File: config.mk
export PLATFORM = sky130hd
export DESIGN_NAME = dma_tc_multich
export DESIGN_NICKNAME = d
export VERILOG_FILES = /design/src/rtl/dma_pkg.sv /design/src/rtl/dma_prio_arbiter.sv /design/src/rtl/dma_tc_multich.sv
export SDC_FILE = /design/constraint.sdc
export NUM_CORES = 1
export LEC_CHECK = 0
export ABC_CLOCK_PERIOD_IN_PS = 1800
export CAP_MARGIN = 15
export CORE_ASPECT_RATIO = 1.5
export CORE_MARGIN = 4
export CORE_UTILIZATION = 46
export CTS_BUF_LIST = sky130_fd_sc_hd__clkbuf_4 sky130_fd_sc_hd__clkbuf_8 sky130_fd_sc_hd__clkbuf_16
export DETAILED_ROUTE_END_ITERATION = 12
export GPL_ROUTABILITY_DRIVEN = 1
export PLACE_DENSITY = 0.78
export SYNTH_ARGS = -nofsm -noshare
export SYNTH_HDL_FRONTEND = slang
export SYNTH_SLANG_ARGS = --single-unit
File: constraint.sdc
create_clock -name clk -period 1.8 [get_ports clk]
set_input_delay 0.54 -clock clk [delete_from_list [all_inputs] [get_ports clk]]
set_output_delay 0.54 -clock clk [all_outputs]
set_load 0.02 [all_outputs]
File: src/rtl/dma_pkg.sv
// Shared types and constants for the multi-channel DMA timing-control block.
package dma_pkg;

    typedef enum logic [2:0] {
        IDLE,
        HOLD,
        READ,
        WRITE,
        DONE
    } dma_tc_state_e;

    localparam int MAX_CH = 8;
    localparam int WAIT_W = 4;

    function automatic int wrap_inc(input int value, input int modulus);
        return (value + 1 == modulus) ? 0 : value + 1;
    endfunction

endpackage

File: src/rtl/dma_prio_arbiter.sv
// Combinational DREQ arbiter: fixed (index 0 first) or rotating search from ptr.
module dma_prio_arbiter #(
    parameter int NUM_CH = 4,
    parameter int CH_W   = $clog2(NUM_CH)
) (
    input  logic [NUM_CH-1:0] req_vec,
    input  logic [CH_W-1:0]   ptr,
    input  logic              rot,
    output logic [CH_W-1:0]   grant_idx,
    output logic              grant_valid
);

    always_comb begin
        logic [CH_W-1:0] idx;
        // NOTE: every output gets a default before the loop, so no latch is inferred.
        grant_idx   = '0;
        grant_valid = 1'b0;
        idx         = '0;
        for (int k = 0; k < NUM_CH; k++) begin
            idx = CH_W'(((rot ? int'(ptr) : 0) + k) % NUM_CH);
            if (!grant_valid && req_vec[idx]) begin
                grant_valid = 1'b1;
                grant_idx   = idx;
            end
        end
    end

endmodule

File: src/rtl/dma_tc_multich.sv
// Timing-control FSM: arbitrates DREQs, holds the bus via HRQ/HLDA and
// sequences READ/WRITE strobes with wait states until terminal count.
module dma_tc_multich
    import dma_pkg::*;
#(
    parameter int NUM_CH      = 4,
    parameter int CH_W        = $clog2(NUM_CH),
    parameter int WAIT_CYCLES = 0,
    parameter bit ROT_PRIO    = 1'b1
) (
    input  logic              clk,
    input  logic              rst_n,
    input  logic              cs_n,
    input  logic              prio_rot_wr,
    input  logic              prio_rot_in,
    input  logic [NUM_CH-1:0] ch_en,
    input  logic [NUM_CH-1:0] dreq,
    input  logic              hlda,
    input  logic              tc,
    output logic              hrq,
    output logic              program_mode,
    output logic              state_read,
    output logic              state_write,
    output logic              state_done,
    output logic              ior,
    output logic              iow,
    output logic [NUM_CH-1:0] dack,
    output logic [CH_W-1:0]   ch_sel,
    output logic              eop
);

    dma_tc_state_e     state_q, state_d;
    logic [WAIT_W-1:0] wait_q, wait_d;
    logic [CH_W-1:0]   ptr_q, ptr_d;
    logic [CH_W-1:0]   ch_sel_q, ch_sel_d;
    logic              mode_q, mode_d;
    logic              abort_q, abort_d;
    logic              program_mode_q, program_mode_d;

    logic [NUM_CH-1:0] req_vec;
    logic [CH_W-1:0]   grant_idx;
    logic              grant_valid;
    logic              phase_last;

    assign req_vec    = dreq & ch_en;
    assign phase_last = (wait_q == WAIT_W'(WAIT_CYCLES));

    dma_prio_arbiter #(
        .NUM_CH (NUM_CH),
        .CH_W   (CH_W)
    ) u_arb (
        .req_vec     (req_vec),
        .ptr         (ptr_q),
        .rot         (mode_q),
        .grant_idx   (grant_idx),
        .grant_valid (grant_valid)
    );

    always_comb begin
        state_d  = state_q;
        wait_d   = wait_q;
        ptr_d    = ptr_q;
        ch_sel_d = ch_sel_q;
        mode_d   = mode_q;
        abort_d  = abort_q;
        unique case (state_q)
            IDLE: begin
                wait_d  = '0;
                abort_d = 1'b0;
                if (prio_rot_wr) mode_d = prio_rot_in;
                if (cs_n && |req_vec) state_d = HOLD;
            end
            HOLD: begin
                if (hlda && grant_valid) begin
                    ch_sel_d = grant_idx;
                    state_d  = READ;
                end else if (!grant_valid) begin
                    state_d = IDLE;
                end
            end
            READ: begin
                if (!hlda) abort_d = 1'b1;
                if (phase_last) begin
                    wait_d  = '0;
                    state_d = WRITE;
                end else begin
                    wait_d = wait_q + 1'b1;
                end
            end
            WRITE: begin
                if (!hlda) abort_d = 1'b1;
                if (phase_last) begin
                    wait_d = '0;
                    // A lost bus grant ends the block quietly; tc is irrelevant then.
                    if (abort_q || !hlda) state_d = IDLE;
                    else if (tc)          state_d = DONE;
                    else                  state_d = READ;
                end else begin
                    wait_d = wait_q + 1'b1;
                end
            end
            DONE: begin
                if (mode_q) ptr_d = CH_W'(wrap_inc(int'(ch_sel_q), NUM_CH));
                state_d = IDLE;
            end
            default: state_d = IDLE;
        endcase
        program_mode_d = (state_d == IDLE) && !cs_n;
    end

    always_ff @(posedge clk) begin
        // NOTE: state registers use non-blocking assignments so every flop samples pre-edge values.
        if (!rst_n) begin
            state_q        <= IDLE;
            wait_q         <= '0;
            ptr_q          <= '0;
            ch_sel_q       <= '0;
            mode_q         <= ROT_PRIO;
            abort_q        <= 1'b0;
            program_mode_q <= 1'b0;
        end else begin
            state_q        <= state_d;
            wait_q         <= wait_d;
            ptr_q          <= ptr_d;
            ch_sel_q       <= ch_sel_d;
            mode_q         <= mode_d;
            abort_q        <= abort_d;
            program_mode_q <= program_mode_d;
        end
    end

    assign hrq          = (state_q == HOLD) || (state_q == READ) || (state_q == WRITE);
    assign program_mode = program_mode_q;
    assign state_read   = (state_q == READ);
    assign state_write  = (state_q == WRITE);
    assign state_done   = (state_q == DONE);
    assign ior          = state_read;
    assign iow          = state_write;
    assign eop          = state_done;
    assign ch_sel       = ch_sel_q;
    assign dack         = (state_read || state_write) ? (NUM_CH'(1) << ch_sel_q) : '0;

endmodule

Word-level counts from Yosys, hierarchy flattened
Index checks and enable logic that the tools add are counted.
Widths: inputs -> output; s select.
{ "op_classes": {"shifts": 1, "magnitude_cmp": 4, "muxes": 31, "n_eq_ne": 6, "bitwise": 1, "n_addsub": 5, "reduce_logical": 25} }
{ "ops": {"columns": ["operator", "count"], "rows": [
  ["$mux 3", 7],
  ["$lt 2x3->1 const B", 4],
  ["$mux 2", 6],
  ["$pmux 3 s4", 1],
  ["$mux 1", 9],
  ["$bmux 1 s2", 4],
  ["$mux 4", 2],
  ["$pmux 4 s2", 1],
  ["$reduce_and 2->1", 4],
  ["$eq 3x2->1 const B", 2],
  ["$eq 3x3->1 const B", 2],
  ["$logic_and 1x1->1", 6],
  ["$logic_not 3->1", 2],
  ["$logic_not 1->1", 5],
  ["$add 2x2->2 const B", 2],
  ["$add 4x1->4 const B", 1],
  ["$and 4x4->4", 1],
  ["$logic_not 4->1", 1],
  ["$logic_or 1x1->1", 4],
  ["$reduce_or 4->1", 1],
  ["$shl 1x2->4 const A", 1],
  ["$add 2x1->3 const B", 1],
  ["$eq 3x1->1 const B", 1],
  ["$add 2x1->2 const B", 1],
  ["4 further kinds", 4]
]} }
{ "totals": {"regBits": 14, "elab_cells": 80, "output_inout_bits": 14} }

Logic depth before layout (Yosys ltp)
{ "depth": {"word_depth": 18, "depth_mapped": 7, "ltp_nobuf": 7} }

Cells and area by module
From an unflattened synthesis, not the netlist that was laid out.
{ "hier_totals": {"hier_cells": 144, "area_unflattened_um2": 1174.9} }
{ "by_module_without_submodules": {"columns": ["mod", "area_each_um2", "instances", "cells_per_inst"], "rows": [
  ["dma_tc_multich", 893.4, 1, 101],
  ["dma_prio_arbiter", 281.5, 1, 43]
]} }

Worst setup path after synthesis
Ideal clock, no wire load.
{ "synth_path": {"kind": "register to output", "start": "register state_q[2]", "end": "output port state_write", "path_buffers": 3, "path_stages_with_launch": 6, "arrival_ns": 1.271, "slack_ns": -0.011, "path_cell_list": "dfxtp_1 buf_2 nor2b_1 clkbuf_1 and2_1 buf_4"} }
{ "synth_via": {"elab_chain_cells": 1} }
{ "synth_rtl": {"columns": ["element", "line_no", "rtl"], "rows": [
  ["start: declaration", "dma_tc_multich.sv:32", "dma_tc_state_e state_q, state_d;"],
  ["start signal: assignment", "dma_tc_multich.sv:122", "state_q <= state_d;"],
  ["$eq 3x2->1", "dma_tc_multich.sv:135", "assign state_write = (state_q == WRITE);"],
  ["end: declaration", "dma_tc_multich.sv:23", "output logic state_write,"]
]} }
No other way between the ends.

Worst setup path after layout
{ "layout_path": {"start": "register state_q[2]", "end": "output port hrq"} }
{ "layout_via": {"elab_chain_cells": 3, "word_cells_on_any_way": 5} }
{ "layout_rtl": {"columns": ["element", "line_no", "rtl"], "rows": [
  ["$eq 3x1->1 or $eq 3x2->1 (tied branches)", "dma_tc_multich.sv:132", "assign hrq = (state_q == HOLD) || (state_q == READ) || (state_q == WRITE);"],
  ["$logic_or 1x1->1", "dma_tc_multich.sv:132", null],
  ["$logic_or 1x1->1 (*)", "dma_tc_multich.sv:132", null],
  ["end: declaration", "dma_tc_multich.sv:20", "output logic hrq,"]
]} }
Mark *: on every way between the ends. The rest lies on a longest branch, timed or not.

==> out/metrics.csv <==
metric;value;unit
root buf cell;clkbuf_4;
number of global-route vias before repair;1146;
dpl cells;190;
WHS;486;ps
Die Area;2930;sq um
pwr/cell area;549;nW/um^2
Final WS setup;41.5;ps
DR WL/cell;13.6;microns
clk_lat worst skew;290;ps
Die W;45.6;microns
max-cap violation count;0;
syn_area_per_cell;7.92;sq um
CTS Hold Buffers Added;0;
pin count of the biggest net entering global routing;15;
Routed Antenna Nets;0;
filler-free cell count of the finished design;195;
Synth-to-Final Area Change;47.4;%
CTS buffer count;3;
gpl congestion;0.800;
CTS H-tree depth;1;
flops & latches, synth;14;
WS Path Type;flip-flop to output port;
status;completed;
Routed WL;2.66;mm
unrepaired setup endpoints after global routing;true;
Yosys cell types;39;
Multi-input gate area;651;sq um
Max rail drop VDD;0.000391;V
Diodes inserted;0;
Ports;29;
HP Class;flip-flop to flip-flop;
FFs w/ async S/R, synth;0;%
Rows;20;
die span in y;64.4;microns
Worst setup EP type;output port;
hpwl dp;2.06;mm
All-Layer GR Usage;20.3;%
Slew HR;71.9;%
first-pass GRT wire length;4.59;mm
register area;287;sq um
final setup violation count;0;
Synth warnings;0;
grt ovf;0;
clock sink total;14;
number of synthesized flops with an enable pin;0;
crit path time final;1760;ps
Bufs on Longest Clock Path;2;
CP max stage cell;dfxtp_1;
Max FO, Critical Path;4;
Core Area;2030;sq um
final core occ;70.9;%
Leak Pwr;0.000677;uW
antenna violations before repair;0;
most frequent cells in the layout;buf_4 (26), nand2_1 (12), dfxtp_1 (11);
Synth Cell Area;975;sq um
Critical Path Start Type;flip-flop;
Clock transition at path regs;90;ps
fraction of layout cells with a size suffix above 1;31.8;%
Vias;1109;
CTS tree;done;
Max Slew Vio Count;0;
Total Power;789;uW
DRC Markers;0;
most common cell after layout, fill and taps aside;buf_4;
synthesized net count;144;
port bufs;28;
Starting Density;48.1;%
Mapped Cells;123;
Worst Path Arrival;1220;ps
DRT Pass-1 Iters;4;
Total Nets Final;195;
most used flip-flop cell after synthesis;dfxtp_1;
vias per cell;5.69;
final hold violation count;0;
crit-path max cell delay;350;ps
register area share after synthesis;28.8;%
worst slew pin tran;419;ps
Cell Chain, Critical Path;buf_4, nor2_1, clkdlybuf4s15_1;
Setup WS pre-CTS;-352;ps
WP data required;1260;ps
Layout Skew;6.21;ps
Fillers;171;
fmax;0.569;GHz
Initial DRC Count;21;
Final period util;97.7;%
-- routing by layer --
metal  global-route usage [%]  wire length [microns]  up-vias
met3                     1.97                    125        9
met4                     11.4                     82        0
met1                     18.5                    972      523
met5                        0                      0        -
li1                         -                      -      534
met2                     39.3                   1480       43
-- state kept, by name, summed over array words and instances, names as in the netlist --
signal	cells
abort_q	1
program_mode	1
state_q	3
ch_sel	2
wait_q	4
mode_q	1
ptr_q	2
-- kinds of logic (layout without fill, tap and decap cells) --
family,Yosys count,count (layout),synth area share [%]
simple gates,62,62,36.5
fa+ha+maj,6,6,7.70
flops,14,14,28.8
buf+inv,13,63,6.80
mux,2,2,2.05
compound gates,26,26,18.2
-- power by group --
part           total, uW  internal, uW  switching [uW]
combinational        225           116             109
sequential           331           320            11.6
clock                232           123             109
-- layout make-up --
| class | instances | share of cell area, % |
|---|---|---|
| clock buffer | 4 | 2.53 |
| inverter | 5 | 1.31 |
| multi-input combinational | 96 | 45.3 |
| sequential | 14 | 19.9 |
| tap | 22 | 1.92 |
| timing repair buffer | 54 | 29.0 |
-- synth_stat cells, types with 2 or more instances --
cell type   n  area (sq um)
a22oi_1     3          22.5
nand2_1    12          45.0
dfxtp_1    14           280
nor2b_1     7          43.8
buf_4       4          30.0
o21ai_0     4          20.0
nor2_1      8          30.0
nand2_2     2          12.5
nand3_1     8          40.0
nor3_1      3          15.0
o21ai_1     2          10.0
a21oi_1     6          30.0
o22ai_1     2          12.5
buf_2       2          10.0
and2_1      7          43.8
nand4_1     3          18.8
inv_1       5          18.8
ha_1        6          75.1
a21boi_1    3          22.5
mux2i_1     2          20.0
clkbuf_1    2          7.51
-- critical path: cells and delay by family (launching register included) --
kind,cells,cell delay (ps)
buffers and inverters,2,480
AND/OR/NAND/NOR,1,100
flip-flops,1,350
-- repair_timing --
item                                    4_1_cts  5_1_grt
pin swaps                                     4        0
setup buffers                                 1        0
gates resized for setup                      55        6
endpoints found under the setup margin       16        6
endpoints found under the hold margin         0        0
-- path summary, 6_finish.rpt --
| path | start | end | slack [ps] | cells after the start |
|---|---|---|---|---|
| worst max-delay path | state_q[2] | hrq | 40 | 3 |
| worst min-delay path | wait_q[3] | wait_q[3] | 490 | 1 |
| worst max register to register | wait_q[0] | state_q[0] | 240 | 7 |
| worst min register to register | wait_q[3] | wait_q[3] | 490 | 1 |
-- through the flow --
stage	TNS [ps]	cell area, sq um
finish	0	1440
global route	-4.82	1440
CTS	0	1440
floorplan	0	976
global placement	-2520	1420
detailed placement	-2970	1420
(Power assumes the default switching activity.)
